--- config.mk ---
export PLATFORM = sky130hd
export DESIGN_NAME = keypad_operand_capture
export DESIGN_NICKNAME = d
export VERILOG_FILES = /design/src/rtl/keypad_operand_capture_pkg.sv /design/src/rtl/keypad_operand_capture_shifter.sv /design/src/rtl/keypad_operand_capture.sv
export SDC_FILE = /design/constraint.sdc
export NUM_CORES = 1
export LEC_CHECK = 0
export ABC_AREA = 1
export CELL_PAD_IN_SITES_DETAIL_PLACEMENT = 1
export CELL_PAD_IN_SITES_GLOBAL_PLACEMENT = 2
export CORE_AREA = 10 10 88 90
export CTS_BUF_LIST = sky130_fd_sc_hd__clkbuf_16
export CTS_CLUSTER_SIZE = 14
export DETAILED_ROUTE_END_ITERATION = 8
export DIE_AREA = 0 0 98 100
export PLACE_DENSITY_LB_ADDON = 0.1
export SLEW_MARGIN = 30
export SYNTH_ARGS = -nofsm -noshare
export SYNTH_HDL_FRONTEND = slang
export SYNTH_SLANG_ARGS = --single-unit
--- constraint.sdc ---
create_clock -name clk -period 2.35 [get_ports clk]
set_input_delay 0.3525 -clock clk [delete_from_list [all_inputs] [get_ports clk]]
set_output_delay 0.3525 -clock clk [all_outputs]
set_load 0.1 [all_outputs]
--- src/rtl/keypad_operand_capture_pkg.sv ---
// Shared definitions for the keypad operand capture block: default key codes,
// the capture-state encoding and a digit classifier.
package keypad_pkg;

   localparam logic [3:0] KEY_ENTER = 4'hA;
   localparam logic [3:0] KEY_CLEAR = 4'hC;
   localparam logic [3:0] KEY_BKSP  = 4'hB;

   typedef enum logic [1:0] {
      IDLE  = 2'd0,
      ENTRY = 2'd1,
      HOLD  = 2'd2
   } cap_state_e;

   // Key codes 0-9 are decimal digits; 10-15 are function keys.
   function automatic logic is_digit(input logic [3:0] code);
      return (code <= 4'd9);
   endfunction

endpackage

--- src/rtl/keypad_operand_capture_shifter.sv ---
// bcd_digit_shifter: one operand register of N_DIGITS BCD nibbles plus the
// count of digits currently held. New digits enter at the least significant
// nibble; backspace drops the least significant nibble. flush clears the
// register unconditionally, the other operations only act while en is high.
module bcd_digit_shifter
   import keypad_pkg::*;
#(
   parameter  int N_DIGITS = 3,
   localparam int W        = N_DIGITS * 4,
   localparam int CNT_W    = $clog2(N_DIGITS + 1)
) (
   input  logic             clk,
   input  logic             rst,
   input  logic             flush,
   input  logic             en,
   input  logic             shift_in,
   input  logic             shift_out,
   input  logic             clear,
   input  logic [3:0]       digit,
   output logic [W-1:0]     value,
   output logic [CNT_W-1:0] count
);

   localparam logic [CNT_W-1:0] MAX_CNT = CNT_W'(N_DIGITS);

   logic [W+3:0] shifted_ext;
   logic         digit_ok;

   // Append the digit below the existing ones; the top nibble falls off the
   // end, which never matters because shifting stops once the register is full.
   always_comb begin
      shifted_ext = {value, digit};
      digit_ok    = is_digit(digit);
   end

   // Operand register and digit count.
   always_ff @(posedge clk) begin
      if (rst || flush) begin
         value <= '0;
         count <= '0;
      end else if (en) begin
         if (clear) begin
            value <= '0;
            count <= '0;
         end else if (shift_in && digit_ok && (count < MAX_CNT)) begin
            value <= shifted_ext[W-1:0];
            count <= count + 1'b1;
         end else if (shift_out && (count != '0)) begin
            value <= value >> 4;
            count <= count - 1'b1;
         end
      end
   end

endmodule

--- src/rtl/keypad_operand_capture.sv ---
// keypad_operand_capture: collects N_OPERANDS BCD operands of up to N_DIGITS
// digits each from a keypad key stream and hands the complete set to the
// datapath over a valid/ready handshake. Key intake stalls while a finished
// set waits to be taken.
//
// Build option: define KEYPAD_BACKSPACE_EN to make BKSP_CODE remove the last
// typed digit of the current operand; otherwise BKSP_CODE is rejected like
// any other unused function key.
module keypad_operand_capture
   import keypad_pkg::*;
#(
   parameter  int         N_OPERANDS = 2,
   parameter  int         N_DIGITS   = 3,
   parameter  logic [3:0] ENTER_CODE = KEY_ENTER,
   parameter  logic [3:0] CLEAR_CODE = KEY_CLEAR,
   parameter  logic [3:0] BKSP_CODE  = KEY_BKSP,
   localparam int         OP_W       = N_DIGITS * 4,
   localparam int         IDX_W      = $clog2(N_OPERANDS + 1),
   localparam int         CNT_W      = $clog2(N_DIGITS + 1)
) (
   input  logic                         clk,
   input  logic                         rst,
   input  logic                         key_valid,
   input  logic [3:0]                   key_code,
   output logic                         key_ready,
   output logic [N_OPERANDS*OP_W-1:0]   operands,
   output logic                         out_valid,
   input  logic                         out_ready,
   output logic [IDX_W-1:0]             op_idx,
   output logic [CNT_W-1:0]             digit_cnt,
   output logic                         key_err
);

   localparam logic [IDX_W-1:0] LAST_IDX = IDX_W'(N_OPERANDS - 1);
   localparam logic [CNT_W-1:0] MAX_CNT  = CNT_W'(N_DIGITS);

   cap_state_e       state, state_nx;
   logic [IDX_W-1:0] op_idx_q;
   logic             key_err_q;
   logic             err_nx;

   logic             k_digit, k_enter, k_clear, k_bksp;
   logic             accept;
   logic             handshake;
   logic             do_shift, do_bksp, do_clear, do_enter;

   logic [CNT_W-1:0] cnt_arr [N_OPERANDS];
   logic [CNT_W-1:0] cur_cnt;

   assign op_idx    = op_idx_q;
   assign digit_cnt = cur_cnt;
   assign key_err   = key_err_q;

   // A finished set is taken when it is being held and the consumer is ready.
   assign handshake = (state == HOLD) && out_ready;

   // Classify the incoming key code.
   always_comb begin
      k_digit = is_digit(key_code);
      k_enter = (key_code == ENTER_CODE);
      k_clear = (key_code == CLEAR_CODE);
      k_bksp  = (key_code == BKSP_CODE);
   end

   // Digit count of the operand currently being typed.
   always_comb begin
      cur_cnt = '0;
      for (int i = 0; i < N_OPERANDS; i++) begin
         if (op_idx_q == IDX_W'(i)) cur_cnt = cnt_arr[i];
      end
   end

   // One operand register per operand; only the selected one reacts to keys,
   // and all of them are flushed when the set is handed over.
   for (genvar g = 0; g < N_OPERANDS; g++) begin : g_op
      logic sel;
      assign sel = (op_idx_q == IDX_W'(g));

      bcd_digit_shifter #(
         .N_DIGITS (N_DIGITS)
      ) u_shift (
         .clk       (clk),
         .rst       (rst),
         .flush     (handshake),
         .en        (sel),
         .shift_in  (do_shift),
         .shift_out (do_bksp),
         .clear     (do_clear),
         .digit     (key_code),
         .value     (operands[g*OP_W +: OP_W]),
         .count     (cnt_arr[g])
      );
   end

   // Capture state register.
   always_ff @(posedge clk) begin
      if (rst) state <= IDLE;
      else     state <= state_nx;
   end

   // Next capture state: any accepted key starts or continues entry, ENTER on
   // the last operand freezes the set, the handshake returns to IDLE.
   always_comb begin
      state_nx = state;
      case (state)
         IDLE, ENTRY: begin
            if (key_valid) begin
               if (k_enter && (op_idx_q == LAST_IDX)) state_nx = HOLD;
               else                                   state_nx = ENTRY;
            end
         end
         HOLD: begin
            if (out_ready) state_nx = IDLE;
         end
         default: state_nx = IDLE;
      endcase
   end

   // Handshake outputs and the per-key action, including which keys are errors.
   always_comb begin
      key_ready = (state != HOLD);
      out_valid = (state == HOLD);
      accept    = key_valid && (state != HOLD);
      do_shift  = 1'b0;
      do_bksp   = 1'b0;
      do_clear  = 1'b0;
      do_enter  = 1'b0;
      err_nx    = 1'b0;
      if (accept) begin
         if (k_digit) begin
            if (cur_cnt == MAX_CNT) err_nx   = 1'b1;
            else                    do_shift = 1'b1;
         end else if (k_enter) begin
            do_enter = 1'b1;
         end else if (k_clear) begin
            do_clear = 1'b1;
`ifdef KEYPAD_BACKSPACE_EN
         end else if (k_bksp) begin
            if (cur_cnt == '0) err_nx  = 1'b1;
            else               do_bksp = 1'b1;
`else
         end else if (k_bksp) begin
            err_nx = 1'b1;
`endif
         end else begin
            err_nx = 1'b1;
         end
      end
   end

   // Operand index: advances on ENTER of a non-last operand, rewinds on handover.
   always_ff @(posedge clk) begin
      if (rst) begin
         op_idx_q <= '0;
      end else if (handshake) begin
         op_idx_q <= '0;
      end else if (do_enter && (op_idx_q != LAST_IDX)) begin
         op_idx_q <= op_idx_q + 1'b1;
      end
   end

   // Rejected-key pulse, one cycle after the offending key.
   always_ff @(posedge clk) begin
      if (rst) key_err_q <= 1'b0;
      else     key_err_q <= err_nx;
   end

endmodule

* Word-level counts from Yosys, hierarchy flattened *
Index checks and enable logic that the tools add are counted.

word-level totals
  register bits = 33
  word-level logic and storage cells = 70

operators by class
  $add $sub $neg = 3
  magnitude comparators = 3
  eq/ne operators = 10
  mux-type cells = 28
  bitwise logic cells = 1
  reductions and logical operators = 18

operators with widths
  kind                                                    count
  two-way mux 12 bit                                      4
  two-way mux 2 bit                                       9
  two-way mux 1 bit                                       14
  equality test 4 bit (second input constant)             2
  logical AND 1 bit                                       7
  adder 2 x 1 -> 2 bit (second input constant)            3
  AND reduction 2 bit                                     3
  OR reduction 2 bit                                      3
  equality test 2 x 1 -> 1 bit (second input constant)    2
  equality test 2 bit (second input constant)             2
  less-or-equal comparator 4 bit (second input constant)  1
  logical NOT 2 bit                                       2
  < comparator 2 bit (second input constant)              2
  != test 2 x 1 -> 1 bit (second input constant)          2
  != test 2 bit (second input constant)                   2
  one-hot mux 2 bit (2 select lines)                      1
  nonzero test 2 bit                                      2
  logical OR 1 bit                                        1
  inverter 1 bit                                          1

* Depth between registers and ports, before layout *
  depth in word-level cells = 11
  mapped depth = 13
  depth with buffers taken out = 11

* Modules after synthesis *
From an unflattened synthesis, not the netlist that was laid out.

unflattened totals
  cells, all modules = 284
  area total of the unflattened synthesis = 1,878.1 um^2

by module, submodules not included
  module                  instances  cells an instance  area an instance (um^2)  sequential area each (um^2)
  bcd_digit_shifter       2          111                750.7                    280.3
  keypad_operand_capture  1          62                 376.6                    100.1

* Least setup slack after synthesis *
OpenSTA, ideal clock, no wires.

  kind = flip-flop to flip-flop
  start = reg op_idx_q[1], in the netlist op_idx[1]
  end = reg g_op[0].u_shift.value[2]
  library setup time = 0.119 ns
  data arrival time = 2.694 ns
  path slack = -0.463 ns
  stages on the path, launching flop included = 13
  path buffers = 2
  cell sequence = dfxtp_1 > inv_1 > ha_1 > buf_6 > inv_6 > nand3_1 > nand2_2 > nand2_2 > nand3b_2 > nand2_8 > buf_8 > a21oi_1 > nor2_1

on the way
  cells in the longest elaborated chain, start to end = 11
  elaborated cells on any way between the ends = 12

RTL lines
  item                                line                                  source
  start, declared                     keypad_operand_capture.sv:38          logic [IDX_W-1:0] op_idx_q;
  start signal, assigned              keypad_operand_capture.sv:158         op_idx_q <= op_idx_q + 1'b1;
  logical NOT 2 bit                   keypad_operand_capture.sv:69          if (op_idx_q == IDX_W'(i)) cur_cnt = cnt_arr[i];
  two-way mux 2 bit                   keypad_operand_capture.sv:69
  two-way mux 2 bit (*)               keypad_operand_capture.sv:69
  named net digit_cnt[1]              keypad_operand_capture.sv:30          output logic [CNT_W-1:0] digit_cnt,
  equality test 2 bit (*)             keypad_operand_capture.sv:131         if (cur_cnt == MAX_CNT) err_nx = 1'b1;
  two-way mux 1 bit (*)               keypad_operand_capture.sv:131
  two-way mux 1 bit (*)               keypad_operand_capture.sv:130         if (k_digit) begin
  two-way mux 1 bit (*)               keypad_operand_capture.sv:129         if (accept) begin
  logical AND 1 bit (*) (2 in a row)  keypad_operand_capture_shifter.sv:45  end else if (shift_in && digit_ok && (count < MAX_CNT)) begin
  nonzero test 2 bit (no line) (*)    --
  AND reduction 2 bit (no line) (*)   --
  end signal, assigned                keypad_operand_capture_shifter.sv:46  value <= shifted_ext[W-1:0];
  end signal, assigned                keypad_operand_capture_shifter.sv:49  value <= value >> 4;
  end, declared                       keypad_operand_capture_shifter.sv:20  output logic [W-1:0] value,

Mark *: on every way through the listed nets, which the timed path passes. The rest lies on a longest branch.
A chain may end at the register's enable or synchronous reset.

* Worst setup path after layout *
  start = reg op_idx_q[1], in the netlist op_idx[1]
  end = reg g_op[1].u_shift.value[10]

on the way
  cells in the longest elaborated chain, start to end = 11
  elaborated cells on any way between the ends = 12

RTL lines
  item                               line
  logical NOT 2 bit                  keypad_operand_capture.sv:69
  two-way mux 2 bit (2 in a row)     keypad_operand_capture.sv:69
  equality test 2 bit                keypad_operand_capture.sv:131
  two-way mux 1 bit                  keypad_operand_capture.sv:131
  two-way mux 1 bit                  keypad_operand_capture.sv:130
  two-way mux 1 bit                  keypad_operand_capture.sv:129
  logical AND 1 bit (2 in a row)     keypad_operand_capture_shifter.sv:45
  nonzero test 2 bit (no line)       --
  AND reduction 2 bit (no line) (*)  --
  end signal, assigned               keypad_operand_capture_shifter.sv:46
  end signal, assigned               keypad_operand_capture_shifter.sv:49
  end, declared                      keypad_operand_capture_shifter.sv:20

Every way passes the cells marked *; elsewhere a longest branch is shown, timed or not.

==> summary.md <==
| Metric | Value |
|---|---|
| Setup bufs post-CTS | 0 |
| Count of cell types in the netlist | 27 |
| Initial Util | 27.97% |
| Sw frac | 34.63% |
| Mapped Nets | 248 |
| Pre-antenna DRT Iters | 4 |
| HPWL after detailed placement | 3634 um |
| DR iter-0 viols | 67 |
| RD Place Congestion | 0.7681 |
| Comb pwr share | 26.4% |
| Reg clk slew, reported paths | 0.05 ns |
| Diodes inserted | 0 |
| Port bufs | 38 |
| Area grow syn2layout | 29.25% |
| Rows | 29 |
| Final Total Pwr | 1.655 mW |
| Worst-Skew Late Latency | 0.28 ns |
| Die Height | 100 um |
| Clock Tree Buf Depth | 2 |
| Total wire length | 4896 um |
| Detailed-route via count | 1,637 |
| Filler cells | 760 |
| First-pass GRT wire length | 8211 um |
| Sequential fraction of design power | 36.9% |
| Hold Vio Cnt, Final | 0 |
| Setup tns final | 0 ns |
| Sw Pwr | 573.3 uW |
| Vias in the first global route | 1,714 |
| Leak | 0.9771 nW |
| Worst path max stage delay | 0.36 ns |
| Seq/Total Area, Yosys | 38.51% |
| Max cap viols | 0 |
| Yosys top cell area share | 38.51% |
| Via density | 4.677 |
| Cell area after synthesis | 0.001715 sq mm |
| Yosys top cell by area | dfxtp_1 |
| Largest net degree at the start of global routing | 29 |
| Synth Register Bits | 33 |
| Slowest stage cell, crit path | ha_1 |
| Yosys warns | 0 |
| Post-DRT Antenna Nets | 0 |
| Internal cell power | 1.082 mW |
| Total CTS buffers | 5 |
| Post-layout util | 36.16% |
| Multi-input logic area | 874.6 sq um |
| Remaining DRCs | 0 |
| CP delay by family, top | simple AND/OR/NAND/NOR gates |
| Register Area | 663.1 sq um |
| Worst Path Max Fanout | 10 |
| Startpoint types | register |
| Layout cell share with drive strength beyond 1 | 24.54% |
| RSZ-0062 raised after global routing | false |
| Design Area, Final | 0.002217 sq mm |
| Post_cts resized | 0 |
| Fmax | 534.1 MHz |
| Critical Path End Type | register |
| Final setup fails | 0 |
| Core Region | 0.006132 sq mm |
| Finished Layout Cells | 350 |
| Ranking of synthesized cells by area | dfxtp_1 (39%), nand2_1 (11%), nand3_1 (9.0%), a21oi_1 (8.2%), nor2_1 (7.0%) |
| Pins Over Slew Limit | 0 |
| Wire per inst | 13.99 um |
| DP Area | 0.002087 sq mm |
| Initial antenna violation count | 0 |
| Tcrit/Tclk final | 79.67% |
| Power per cell area | 746.6 mW/mm^2 |
| Clock power share | 36.7% |
| Root Driver | clkbuf_16 |
| Buffer and inverter count on the worst path | 3 |
| Req. time, crit path | 2.52 ns |
| Status | completed |
| Min-Delay Path Class | reg2reg |
| CTS sink count | 33 |
| TritonCTS clock tree | built |
| H-tree Lvls | 2 |
| Nets@finish | 286 |
| GRT Total Usage | 10.14% |
| # hold bufs at CTS | 0 |
| Crit-path cells | inv_1 -> ha_1 -> inv_6 -> nand3_1 -> nand2_4 -> nand2_2 -> nand3_2 -> nand2_2 -> buf_4 -> nand3_1 -> nand2_1 -> nor2_1 |
| I/O pin total | 39 |
| CP Class | reg2reg |
| Min Tclk post-route | 1.872 ns |
| CP arrival | 2.04 ns |
| Global route overflow | 0 |
| Worst slew margin | 77.92% |
| Clock skew | 0.004304 ns |
| Die footprint | 0.009800 sq mm |
| Placed cell count | 344 |
| Chip width | 98 um |
| Syn Area/Cell | 7.269 sq um |
| Worst-margin pin slew | 0.3313 ns |
| Mapped Cells | 236 |
| Worst vdd ir | 271.7 uV |
## metrics by stage
stage	setup WS, ns	hold WS [ns]
3_3_place_gp	0.2473	0.4615
2_1_floorplan	0.03681	0.4216
3_5_place_dp	0.1988	0.4770
5_1_grt	0.3285	0.5036
6_report	0.4778	0.4814
4_1_cts	0.4424	0.4895
## power groups by stage
stage / Sequential [mW] / Combinational (mW) / Clock (mW)
after CTS: 0.612 / 0.444 / 0.630
final: 0.611 / 0.437 / 0.607
after floorplan: 0.790 / 0.179 / 0
after global routing: 0.616 / 0.469 / 0.655
after global placement: 0.624 / 0.441 / 0
after detailed placement: 0.624 / 0.443 / 0
## final timing paths
kind,startpoint,endpoint,slack (ns),depth (start not counted)
worst max-delay path,op_idx[1],g_op[1].u_shift.value[10],0.48,12
worst max register to register,op_idx[1],g_op[1].u_shift.value[10],0.48,12
worst min-delay path,g_op[1].u_shift.value[8],g_op[1].u_shift.value[8],0.48,2
worst min register to register,g_op[1].u_shift.value[8],g_op[1].u_shift.value[8],0.48,2
## state kept, by name, indices dropped and copies added (netlist names)
register,count
op_idx,2
g_op.u_shift.value,24
g_op.u_shift.count,4
state,2
key_err,1
## area by class of cell
type,count,area share [%]
multi-input combinational,171,39.45
clock inverter,1,0.2257
tap,77,4.345
clock buffer,5,5.643
inverter,18,3.273
timing repair buffer,45,17.16
sequential,33,29.91
## placed cells by master (no fill, tap or decap), drive strengths merged
master,instances
or2,1
nand3,32
buf,38
nand2,59
clkbuf,5
clkinv,1
o21ai,4
nand3b,1
nand4,3
inv,18
dfxtp,33
a21oi,32
nor2,34
ha,4
o211ai,1
clkdlybuf4s50,7
## cell families after synthesis
logic type	synth area share, %
compound gates	12.03
fa+ha+maj	2.918
buf+inv	11.09
flops	38.51
simple gates	35.45
## worst reg2reg max path: cells and delay by family, from the launching register on
kind / cells / cell delay (ns)
AND/OR/NAND/NOR: 8 / 0.74
adder cells (fa/ha/maj): 1 / 0.36
buffers and inverters: 3 / 0.34
flip-flops: 1 / 0.32
## per-layer routing
| metal | global-route usage [%] | share of wire (%) | vias up |
|---|---|---|---|
| met5 | 0 | 0 | - |
| met2 | 17.46 | 50 | 26 |
| met1 | 11.38 | 44 | 768 |
| met3 | 3.434 | 4.9 | 7 |
| met4 | 3.691 | 1.3 | 0 |
| li1 | - | - | 836 |
## cells in the mapped netlist
cell type and number:
nor2_2 1, inv_6 1, nand2_8 1, a21oi_1 28, nand2_4 2, inv_1 15, nor2_1 32, buf_8 2
nor2_4 1, buf_6 5, o211ai_1 1, o21ai_0 3, nand3b_2 1, clkbuf_1 3, nand4_2 1, nand2_1 52
nand3_1 31, ha_1 4, buf_2 4, inv_2 2, a21oi_2 4, nand3_2 1, nand4_1 2, dfxtp_1 33
nand2_2 4, o21ai_2 1, or2_2 1
Note: power is estimated with default switching activity, not from simulation.
